$ cat config.mk
export PLATFORM = sky130hd
export DESIGN_NAME = branch_predictor
export DESIGN_NICKNAME = d
export VERILOG_FILES = /design/src/rtl/branch_predictor.sv
export SDC_FILE = /design/constraint.sdc
export NUM_CORES = 1
export LEC_CHECK = 0
export ABC_AREA = 1
export BUFFER_PORTS_ARGS = -buffer_cell sky130_fd_sc_hd__buf_4
export CORE_MARGIN = 4
export CORE_UTILIZATION = 63
export CTS_BUF_LIST = sky130_fd_sc_hd__clkbuf_4
export CTS_CLUSTER_SIZE = 40
export DETAILED_ROUTE_END_ITERATION = 10
export MAX_ROUTING_LAYER = met4
export PLACE_DENSITY_LB_ADDON = 0.05
export SYNTH_ARGS = -nofsm -noshare
export SYNTH_HDL_FRONTEND = slang
export SYNTH_SLANG_ARGS = --single-unit
$ cat constraint.sdc
create_clock -name clk_core -period 6.31 [get_ports clk_core]
set_input_delay 1.5775 -clock clk_core [delete_from_list [all_inputs] [get_ports clk_core]]
set_output_delay 1.5775 -clock clk_core [all_outputs]
set_load 0.05 [all_outputs]
$ cat src/rtl/branch_predictor.sv
// Conditional-branch predictor: static / bimodal / gshare over a saturating-counter table,
// with speculative + architectural global history. Optional return stack under RAS_EN.
module branch_predictor #(
    parameter int ENTRIES   = 64,
    parameter int CTR_BITS  = 2,
    parameter int MODE      = 1,
    parameter int GHR_BITS  = 6,
    parameter int RAS_DEPTH = 4,
    localparam int IDX      = $clog2(ENTRIES)
) (
    input  logic                clk_core,
    input  logic                reset_n,
    input  logic                de_lookup,
    input  logic                de_stall,
    input  logic                kill,
    input  logic [31:2]         de_pc,
    input  logic                de_imm_sign,
    output logic                bp_taken,
    output logic [IDX-1:0]      bp_index,
    output logic [GHR_BITS-1:0] bp_ghr,
    output logic                bp_ready,
    input  logic                ex_update,
    input  logic [IDX-1:0]      ex_index,
    input  logic [GHR_BITS-1:0] ex_ghr,
    input  logic                ex_taken,
    input  logic                ex_mispredict,
    input  logic                de_call,
    input  logic                de_ret,
    input  logic [31:2]         de_link_pc,
    output logic                ras_valid,
    output logic [31:2]         ras_target
);

    // state | meaning
    // INIT  | sweeping the table to weakly-not-taken, one entry per cycle
    // RUN   | predicting and training
    typedef enum logic {INIT, RUN} state_t;

    localparam logic [CTR_BITS-1:0] CTR_INIT = CTR_BITS'((1 << (CTR_BITS - 1)) - 1);
    localparam logic [CTR_BITS-1:0] CTR_MAX  = '1;

    state_t              state, state_nxt;
    logic [IDX-1:0]      clr_idx;
    logic                init_we;
    logic [CTR_BITS-1:0] ctr [ENTRIES];
    logic [CTR_BITS-1:0] upd_ctr, upd_nxt;
    logic [GHR_BITS-1:0] spec_ghr, arch_ghr, arch_nxt;
    logic [GHR_BITS:0]   ex_shift, spec_shift;
    logic [IDX-1:0]      lk_idx;
    logic                acc, upd;

    always_ff @(posedge clk_core) begin
        if (!reset_n) begin
            state   <= INIT;
            clr_idx <= '0;
        end else begin
            state <= state_nxt;
            if (state == INIT) clr_idx <= clr_idx + 1'b1;
        end
    end

    always_comb begin
        state_nxt = state;
        if (state == INIT && clr_idx == IDX'(ENTRIES - 1)) state_nxt = RUN;
    end

    always_comb begin
        bp_ready = (state == RUN);
        init_we  = (state == INIT);
    end

    assign acc = de_lookup & ~de_stall & ~kill;
    assign upd = ex_update & bp_ready;

    assign lk_idx   = (MODE == 2) ? (de_pc[IDX+1:2] ^ IDX'(spec_ghr)) : de_pc[IDX+1:2];
    assign bp_index = lk_idx;
    assign bp_taken = (MODE == 0 || !bp_ready) ? de_imm_sign : ctr[lk_idx][CTR_BITS-1];
    assign bp_ghr   = spec_ghr;

    assign upd_ctr = ctr[ex_index];
    always_comb begin
        upd_nxt = upd_ctr;
        if (ex_taken) begin
            if (upd_ctr != CTR_MAX) upd_nxt = upd_ctr + 1'b1;
        end else begin
            if (upd_ctr != '0) upd_nxt = upd_ctr - 1'b1;
        end
    end

    // Table is not cleared by reset itself; INIT rewrites every entry after reset.
    always_ff @(posedge clk_core) begin
        if (reset_n) begin
            if (init_we)  ctr[clr_idx]  <= CTR_INIT;
            else if (upd) ctr[ex_index] <= upd_nxt;
        end
    end

    assign ex_shift   = {ex_ghr, ex_taken};
    assign spec_shift = {spec_ghr, bp_taken};
    assign arch_nxt   = upd ? ex_shift[GHR_BITS-1:0] : arch_ghr;

    // Repair copies the post-update architectural history and overrides a same-cycle lookup.
    always_ff @(posedge clk_core) begin
        if (!reset_n) begin
            spec_ghr <= '0;
            arch_ghr <= '0;
        end else if (MODE != 0) begin
            arch_ghr <= arch_nxt;
            if ((upd && ex_mispredict) || kill) spec_ghr <= arch_nxt;
            else if (acc)                       spec_ghr <= spec_shift[GHR_BITS-1:0];
        end
    end

`ifdef RAS_EN
    localparam int PW = (RAS_DEPTH > 1) ? $clog2(RAS_DEPTH) : 1;
    localparam int CW = $clog2(RAS_DEPTH + 1);

    logic [31:2]   stack [RAS_DEPTH];
    logic [PW-1:0] ras_ptr;
    logic [CW-1:0] ras_cnt;
    logic          push, pop;

    assign push = de_call & ~de_stall & ~kill;
    assign pop  = de_ret & ~de_stall & ~kill;

    // Full stack wraps onto the oldest entry; the count just pins at depth.
    always_ff @(posedge clk_core) begin
        if (!reset_n) begin
            ras_ptr <= '0;
            ras_cnt <= '0;
            for (int i = 0; i < RAS_DEPTH; i++) stack[i] <= '0;
        end else if (push && pop) begin
            stack[ras_ptr] <= de_link_pc;
        end else if (push) begin
            stack[ras_ptr + 1'b1] <= de_link_pc;
            ras_ptr <= ras_ptr + 1'b1;
            if (ras_cnt != CW'(RAS_DEPTH)) ras_cnt <= ras_cnt + 1'b1;
        end else if (pop && ras_cnt != '0) begin
            ras_ptr <= ras_ptr - 1'b1;
            ras_cnt <= ras_cnt - 1'b1;
        end
    end

    assign ras_valid  = (ras_cnt != '0);
    assign ras_target = stack[ras_ptr];

    logic unused_pc;
    assign unused_pc = ^de_pc[31:IDX+2];
`else
    assign ras_valid  = 1'b0;
    assign ras_target = '0;

    logic unused_ras;
    assign unused_ras = ^{de_call, de_ret, de_link_pc, de_pc[31:IDX+2]};
`endif

endmodule

==> metrics.md, run 1 <==
| Metric | Value |
|---|---|
| Final Wtd Congestion | 0.882 |
| Worst vdd rail ir drop | 0.210 mV |
| Drt drc | 0 |
| Seq cells post-synth | 147 |
| Fin cells | 993 |
| CTS root buf | clkbuf_4 |
| Dpl ws | 1070 ps |
| ANT nets after route | 0 |
| DRT iter0 DRCs | 541 |
| Via-to-Cell Ratio | 6.00 |
| Core area | 0.0115 mm² |
| Worst Setup End Kind | primary output |
| Fmax | 189 MHz |
| Cell variety after synth | 36 |
| Layout Nets | 921 |
| Critical Path Start | de_pc[2] |
| Reg2reg end | ctr[61][1] |
| Starting density of the core | 64.9% |
| TritonCTS clock tree | built |
| Crit Path Class | primary input to primary output |
| Wire per inst | 18.7 µm |
| Worst reg2reg setup slack | 3700 ps |
| Most common cell after layout, fill and taps aside | nand2_1 |
| Hold slack | 479 ps |
| Crit path to | bp_taken |
| Die Ht | 117 µm |
| Req. time, crit path | 4730 ps |
| Slew Limit Fails | 0 |
| Initial antenna violation count | 0 |
| Worst-path fanout max | 34 |
| Area after DPL | 0.00763 mm² |
| Chip Width | 117 µm |
| Pwr/cell area | 240 mW/mm² |
| Post-Syn Area per Cell | 9.06 µm² |
| Setup Total Neg Slack | 0 ps |
| Hold Path Class | flop to flop |
| Final worst path period share | 83.8% |
| Final Cell Area | 0.00795 mm² |
| Placed cell count | 961 |
| Worst path arrival time | 3710 ps |
| Vias in the first global route | 5572 |
| Worst r2r src | bp_ready |
| Fill count | 872 |
| Cell Area, Synth | 0.00744 mm² |
| IO Pins | 128 |
| First-pass GRT wire length | 28.6 mm |
| GRT overflow | 0 |
| Maxcap violations | 0 |
| Clock Tree Buf Depth | 2 |
| Multi-input logic area | 0.00276 mm² |
| Fin Clk Skew | 10.8 ps |
| Static Leak | 3.17 nW |
| HPWL after DPL | 11.5 mm |
| Synth Instances | 822 |
| R2R depth | 8 |
| Routed vias | 5962 |
| Row count | 39 |
| Drt pass-1 iters | 5 |
| Seq/Total Area, Yosys | 56.7% |
| PnR worst setup slack | 1020 ps |
| Register Area | 0.00422 mm² |
| Post-synth ARST share | 0% |
| Post-CTS Hold Buffers | 0 |
| Fin crit period | 5290 ps |
| WL final | 18.6 mm |
| Share of post-route cells with drive strength above 1 | 12.5% |
| Post-cts sizing count | 0 |
| Worst Hold Launch | arch_ghr[2] |
| Ys flop type | edfxtp_1 |
| RSZ-0062 raised after global routing | false |
| Total GRT Usage | 29.3% |
| Clock Latency Late Sink | 560 ps |
| Max_slew headroom | 20.4% |
| Tightest Pin Transition | 1190 ps |
| Clock sinks | 147 |
| Post-synth EDFFs | 128 |
| Reg clk slew, reported paths | 120 ps |
| Largest net degree at the start of global routing | 70 |
| Final core utilization | 69.4% |
| Post-CTS Setup Inserts | 0 |
| Status | finished clean |
| Worst Setup Start Kind | primary input |
| # setup viols final | 0 |
| Total CTS buffers | 17 |
| Hold violation count in the final report | 0 |
| Port Buffers | 39 |
| Die Area | 0.0136 mm² |
| P&R area growth vs syn | 6.84% |
| Ys Warns | 0 |
| Most frequent cells in the layout | nand2_1 (242), nand3_1 (160), edfxtp_1 (128) |
| H-tree depth | 4 |
| Antenna diodes | 0 |
| Pwr Total | 1.91 mW |
## kinds of logic after synthesis
group / after synthesis / synth area share (%)
simple gates: 512 / 30.5
mux: 4 / 0.555
other cells: 1 / 0.0504
fa+ha+maj: 1 / 0.168
buf+inv: 110 / 7.98
compound gates: 47 / 3.95
flops: 147 / 56.7
## critical path, cell delays in order
cell     delay (ps)
buf_4           350
inv_1           360
buf_12          270
nand2_1          60
nand3_1          60
nand3_1         120
nand3_1         100
nand2_1         110
nand2_1          50
nand3_1         110
nand3_1         140
and2_1          190
buf_4           190
## metal layers
layer | vias up | wire length, µm | track usage [%] | part of all wire, %
li1 | 2786 | - | - | -
met1 | 2800 | 7330 | 37.7 | 39
met2 | 320 | 8830 | 46.3 | 48
met3 | 56 | 1860 | 4.82 | 10
met4 | 0 | 542 | 12.8 | 2.9
met5 | - | 0 | - | 0
## how the worst min path moves through the flow
| stage | slack, ps | cells after the start | to |
|---|---|---|---|
| floorplan | 450 | 2 | arch_ghr[2] |
| global placement | 460 | 2 | arch_ghr[2] |
| detailed placement | 460 | 2 | arch_ghr[2] |
| CTS | 480 | 2 | arch_ghr[2] |
| global route | 510 | 2 | arch_ghr[2] |
| finish | 480 | 2 | arch_ghr[2] |
## cell type report
type / count / area share [%]
Timing Repair Buffer: 42 / 4.28
Inverter: 34 / 1.64
Multi-Input combinational cell: 595 / 34.7
Sequential cell: 147 / 53.1
Clock buffer: 18 / 1.70
Clock inverter: 14 / 2.36
Tap cell: 143 / 2.25
## power breakdown
group | internal [mW] | switching (mW)
Combinational | 0.0475 | 0.163
Clock | 0.316 | 0.335
Sequential | 1.04 | 0.00273
Total | 1.41 | 0.501
## cells in the mapped netlist (all sizes together) (2+ instances only)
cell type | n | area (µm²)
nand2 | 243 | 920
nand3 | 161 | 811
edfxtp | 128 | 3840
nor2 | 79 | 315
buf | 61 | 408
inv | 34 | 130
o21ai | 24 | 161
dfxtp | 19 | 380
clkbuf | 15 | 56.3
a21oi | 14 | 73.8
nand4 | 9 | 106
nor4 | 9 | 56.3
a31oi | 4 | 25.0
nor3 | 4 | 20.0
or2 | 4 | 25.0
mux2i | 3 | 30.0
o22ai | 3 | 18.8
and2 | 2 | 12.5
## flip-flops by register name, summed over array words and instances (netlist names)
name and flops:
arch_ghr 6, clr_idx 6, ctr 128, bp_ready 1, bp_ghr 6
Power figures use the tool's default switching activity.
==> run 2, diff against run 1 <==
--- a/config.mk
+++ b/config.mk
@@ -5,10 +5,10 @@
 export SDC_FILE = /design/constraint.sdc
 export NUM_CORES = 1
 export LEC_CHECK = 0
-export ABC_AREA = 1
+export ABC_AREA = 0
 export BUFFER_PORTS_ARGS = -buffer_cell sky130_fd_sc_hd__buf_4
 export CORE_MARGIN = 4
-export CORE_UTILIZATION = 63
+export CORE_UTILIZATION = 52
 export CTS_BUF_LIST = sky130_fd_sc_hd__clkbuf_4
 export CTS_CLUSTER_SIZE = 40
 export DETAILED_ROUTE_END_ITERATION = 10
==> constraint.sdc (replaced) <==
create_clock -name clk_core -period 4.7 [get_ports clk_core]
set_input_delay 1.175 -clock clk_core [delete_from_list [all_inputs] [get_ports clk_core]]
set_output_delay 1.175 -clock clk_core [all_outputs]
set_load 0.05 [all_outputs]
==> run 2 against run 1 <==
Combinational power is 14% higher. Die area increased by 16%. Critical path depth decreased by 6. Worst setup slack lost 690 ps. Non-clock buffer count is 5 higher. Sequential share of layout area increased by 0.72 points. Highest routed layer unchanged.
==> metrics.md, run 2 <==
| Metric | Value |
|---|---|
| Wire per inst | 22.1 µm |
| Fmax | 229 MHz |
| Starting density of the core | 53.7% |
| Most frequent cells in the layout | edfxtp_1 (128), nor2_1 (75), mux4_2 (45), buf_4 (45), nand2_1 (43) |
| Pwr Total | 2.55 mW |
| Cell Area, Synth | 0.00719 mm² |
| Fin Clk Skew | 21.6 ps |
| Synth area leader | edfxtp_1 |
| Seq/Total Area, Yosys | 58.7% |
| CTS root buf | clkbuf_4 |
| Worst vdd rail ir drop | 0.176 mV |
| Status | finished clean |
| DRT iter0 DRCs | 415 |
| Via-to-Cell Ratio | 5.92 |
| Seq cells post-synth | 147 |
| Synth Instances | 524 |
| P&R area growth vs syn | 9.06% |
| Slew Limit Fails | 0 |
| Post-synth ARST share | 0% |
| Largest net degree at the start of global routing | 45 |
| Count leader, synth | edfxtp_1 |
| Fin crit period | 4370 ps |
| Worst-path fanout max | 7 |
| Row count | 42 |
| Ys flop type | edfxtp_1 |
| GRT overflow | 0 |
| Post-CTS Hold Buffers | 0 |
| Drt pass-1 iters | 5 |
| Reg2reg end | ctr[22][0] |
| Post-cts sizing count | 0 |
| Hold violation count in the final report | 0 |
| Worst Hold Launch | arch_ghr[4] |
| Req. time, crit path | 3520 ps |
| Setup Total Neg Slack | 0 ps |
| Worst Setup End Kind | primary output |
| Ys Warns | 0 |
| Port Buffers | 39 |
| First-pass GRT wire length | 25.2 mm |
| Most common cell after layout, fill and taps aside | edfxtp_1 |
| Pwr/cell area | 325 mW/mm² |
| Commonest cells post-synth | edfxtp_1 (128), nor2_1 (75), mux4_2 (45) |
| Total CTS buffers | 17 |
| Critical path's largest stage delay | 550 ps |
| Reg clk slew, reported paths | 110 ps |
| Clock Latency Late Sink | 540 ps |
| HPWL after DPL | 11.3 mm |
| Layout Nets | 639 |
| Core area | 0.0134 mm² |
| Post-synth EDFFs | 128 |
| WL final | 16.5 mm |
| TritonCTS clock tree | built |
| Worst path arrival time | 3190 ps |
| IO Pins | 128 |
| Synth area leaders | edfxtp_1 (53%), mux4_2 (14%), dfxtp_1 (5.3%), buf_4 (4.1%), nor2_1 (3.9%) |
| Initial antenna violation count | 1 |
| Drt drc | 0 |
| Hold Path Class | flop to flop |
| Cell variety after synth | 44 |
| RSZ-0062 raised after global routing | false |
| Chip Width | 126 µm |
| Die Ht | 126 µm |
| Fill count | 1086 |
| Worst r2r src | bp_ready |
| Total GRT Usage | 22.1% |
| Post-CTS Setup Inserts | 0 |
| Critical Path Start | de_pc[2] |
| Final Wtd Congestion | 0.847 |
| Share of post-route cells with drive strength above 1 | 22.6% |
| Die Area | 0.0158 mm² |
| Static Leak | 2.78 nW |
| Crit-path cells | buf_4 > buf_12 > mux4_2 > mux4_2 > mux2i_1 > o221ai_1 > buf_4 |
| Min-Delay Endpoint | arch_ghr[4] |
| Clock sinks | 147 |
| R2R depth | 5 |
| Maxcap violations | 0 |
| H-tree depth | 4 |
| Worst path slowest cell | mux4_2 |
| Largest register FFs | 128 |
| Final worst path period share | 92.9% |
| Routed vias | 4401 |
| Clock Tree Buf Depth | 2 |
| Yosys top cell area share | 53.4% |
| Hold Path Cell Cnt | 2 |
| ANT nets after route | 0 |
| Crit Path Class | primary input to primary output |
| Reg with most FFs | ctr |
| Max_slew headroom | 52.5% |
| Worst reg2reg setup slack | 1700 ps |
| Tightest Pin Transition | 708 ps |
| Vias in the first global route | 4399 |
| # setup viols final | 0 |
| Post-Syn Area per Cell | 13.7 µm² |
| Worst Setup Start Kind | primary input |
-- run 2: cell types whose count changed after synthesis, moves of 6 or more --
cell and delta:
nand3_1 -153, nand2_1 -199, nor4_1 -8, buf_2 -13, inv_1 -23, nand4_2 -8, nor2b_1 +13, a21boi_0 +7
mux2i_1 +24, a21oi_1 -6, inv_2 -6, mux4_2 +45
-- run 2: cells by family after synthesis --
logic type | Yosys count | synth area share, %
buffers and inverters | 69 | 5.97
AOI/OAI and AO/OA | 58 | 5.55
adders and majority gates | 1 | 0.174
muxes | 77 | 18.6
DFF | 147 | 58.7
and+or+nand+nor | 167 | 10.4
xor gates and xnor gates | 4 | 0.487
other | 1 | 0.0521
-- run 2: stage by stage --
stage               hold slack, ps  setup WS (ps)  cell area [µm²]  util, %  cells
floorplan                      454            435             7310        -    554
global placement               476            334             7510     56.1    712
detailed placement             486            320             7510     56.1    712
CTS                            503            327             7840     58.5    743
global route                   529            225             7850     58.6    744
finish                         508            332             7850     58.6    744
-- run 2: area by class of cell --
| type | count | area, µm² | share of cell area [%] |
|---|---|---|---|
| clock inverters | 12 | 188 | 2.39 |
| repair buffers | 47 | 378 | 4.82 |
| clock buffers | 19 | 143 | 1.82 |
| inverters | 4 | 15.0 | 0.191 |
| diodes | 1 | 2.50 | 0.0319 |
| multi-input cells | 338 | 2680 | 34.1 |
| well taps | 176 | 220 | 2.81 |
| flip-flops and latches | 147 | 4220 | 53.8 |
-- run 2: critical path: cells and delay by family --
family	cells	cell delay, ps
muxes	3	1180
buffers and inverters	3	620
AOI/OAI and AO/OA	1	210
-- run 2: per-layer routing --
layer | share of wire, % | GRT usage (%) | vias up | wire, µm
li1 | - | - | 1978 | -
met1 | 43 | 29.2 | 2235 | 7030
met2 | 49 | 34.2 | 165 | 8030
met3 | 6.5 | 5.76 | 23 | 1080
met4 | 2.0 | 6.38 | 0 | 325
met5 | 0 | - | - | 0
-- run 2: worst max-delay path by stage --
stage | end | slack [ps] | cells past startpoint
6_report | bp_taken | 330 | 7
3_3_place_gp | bp_taken | 330 | 7
2_1_floorplan | bp_taken | 430 | 6
4_1_cts | bp_taken | 330 | 7
3_5_place_dp | bp_taken | 320 | 7
5_1_grt | bp_taken | 230 | 8
-- run 2: power breakdown --
group | total, mW | internal, mW | leakage (nW) | switching, mW
sequential | 1.41 | 1.40 | 1.46 | 0.00586
combinational | 0.239 | 0.0746 | 1.14 | 0.165
clock | 0.902 | 0.478 | 0.175 | 0.424
==> run 3, diff against run 2 <==
--- a/config.mk
+++ b/config.mk
@@ -13,7 +13,7 @@
 export CTS_CLUSTER_SIZE = 40
 export DETAILED_ROUTE_END_ITERATION = 10
 export MAX_ROUTING_LAYER = met4
-export PLACE_DENSITY_LB_ADDON = 0.05
+export PLACE_DENSITY_LB_ADDON = 0.25
 export SYNTH_ARGS = -nofsm -noshare
 export SYNTH_HDL_FRONTEND = slang
 export SYNTH_SLANG_ARGS = --single-unit
==> run 3 against run 2 <==
Sequential cell count is the same. Hold slack got worse by 10 ps. Critical path depth did not move. First-iteration DRC count grew 18%. Clock-buffer cell count is the same. Routed wire length shrank 2.4%. Critical path type unchanged.
==> metrics.md, run 3 (same netlist as run 2, synthesis figures left out) <==
| Metric | Value |
|---|---|
| Register Area | 0.00422 mm² |
| Status | finished clean |
| Hold violation count in the final report | 0 |
| Max_slew headroom | 55.9% |
| Fin crit period | 4350 ps |
| Clock Power Share | 33.4% |
| Post-CTS Hold Buffers | 0 |
| Dpl ws | 352 ps |
| HPWL after DPL | 11.0 mm |
| Post-CTS Setup Inserts | 0 |
| Static Leak | 2.75 nW |
| Routed vias | 4454 |
| Req. time, crit path | 3520 ps |
| Total CTS buffers | 17 |
| Final worst path period share | 92.5% |
| Share of post-route cells with drive strength above 1 | 22.9% |
| Drt pass-1 iters | 5 |
| Largest register FFs | 128 |
| Psw | 620 µW |
| Layout Nets | 638 |
| Worst Setup End Kind | primary output |
| Pwr/cell area | 317 mW/mm² |
| Clock Latency Late Sink | 560 ps |
| Most common cell after layout, fill and taps aside | edfxtp_1 |
| Int Power | 1.86 mW |
| Port Buffers | 39 |
| Clock Tree Buf Depth | 2 |
| Wire per inst | 21.6 µm |
| Drt drc | 0 |
| IO Pins | 128 |
| Setup Total Neg Slack | 0 ps |
| PnR worst setup slack | 352 ps |
| Die Area | 0.0158 mm² |
| Via-to-Cell Ratio | 5.99 |
| Maxcap violations | 0 |
| Worst Setup Start Kind | primary input |
| Tightest Pin Transition | 656 ps |
| Worst vdd rail ir drop | 0.211 mV |
| Starting density of the core | 53.7% |
| RSZ-0062 raised after global routing | false |
| Multi-input logic area | 0.00268 mm² |
| Gate power share | 9.7% |
| Total GRT Usage | 21.9% |
| Vias in the first global route | 4499 |
| DRT iter0 DRCs | 489 |
| Most frequent cells in the layout | edfxtp_1 (128), nor2_1 (75), mux4_2 (45), buf_4 (45), nand2_1 (43) |
| # setup viols final | 0 |
| Fin Clk Skew | 19.5 ps |
| WL final | 16.1 mm |
| P&R area growth vs syn | 8.40% |
| DR WL met3 | 1.48 mm |
| GRT overflow | 0 |
| Fill count | 1062 |
| Max layer used | met4 |
| Die Ht | 126 µm |
| Hold Path Class | flop to flop |
| Initial antenna violation count | 1 |
| First-pass GRT wire length | 25.5 mm |
| Crit Path Class | primary input to primary output |
| Post-cts sizing count | 0 |
| ANT nets after route | 0 |
| Final Wtd Congestion | 0.841 |
| Worst path arrival time | 3170 ps |
| Clock sinks | 147 |
| Hold slack | 497 ps |
| Fmax | 230 MHz |
| Sequential share of power | 56.9% |
| Slew Limit Fails | 0 |
| Row count | 42 |
| Largest net degree at the start of global routing | 45 |
| Reg clk slew, reported paths | 110 ps |
| Reg with most FFs | ctr |
| CTS root buf | clkbuf_4 |
| Met2 WL post-DR | 7.76 mm |
| H-tree depth | 4 |
| TritonCTS clock tree | built |
| Chip Width | 126 µm |
| Sw frac | 25.1% |
| Core area | 0.0134 mm² |
| WL met1 | 6.42 mm |
| Worst-path fanout max | 8 |
[run 3: final cells by class]
cell class,count,area share (%)
clock inverter,13,2.05
multi-input combinational,338,34.3
timing repair buffer,46,4.59
tap,176,2.82
antenna,1,0.0321
inverter,4,0.193
clock buffer,19,1.83
sequential,147,54.2
[run 3: worst paths after layout]
path / cells past startpoint / slack [ps] / startpoint / to
max: 7 / 350 / de_pc[2] / bp_taken
min: 2 / 500 / arch_ghr[0] / arch_ghr[0]
max reg2reg: 5 / 1750 / bp_ready / ctr[35][1]
min reg2reg: 2 / 500 / arch_ghr[0] / arch_ghr[0]
[run 3: metrics by stage]
step | power [mW] | instances | instance area, µm² | utilization, %
after floorplan | 1.64 | 554 | 7310 | -
after global placement | 1.67 | 711 | 7490 | 55.9
after detailed placement | 1.68 | 711 | 7490 | 55.9
after CTS | 2.49 | 743 | 7800 | 58.2
after global routing | 2.57 | 744 | 7800 | 58.2
final | 2.48 | 744 | 7800 | 58.2
[run 3: worst max-delay path: stages]
cell and delay [ps]:
buf_4 160, buf_12 160, mux4_2 550, mux4_2 490
mux2i_1 150, o221ai_1 210, buf_4 270
[run 3: power groups by stage]
stage	Combinational, mW	Sequential (mW)	Clock (mW)
after floorplan	0.198	1.44	0
after global placement	0.235	1.44	0
after detailed placement	0.237	1.44	0
after CTS	0.238	1.41	0.839
after global routing	0.254	1.41	0.906
final	0.239	1.41	0.828
[run 3: layer usage]
metal | up-vias | GRT usage [%]
met1 | 2208 | 28.3
met3 | 36 | 5.67
met4 | 0 | 8.67
li1 | 1985 | -
met5 | - | -
met2 | 225 | 33.6
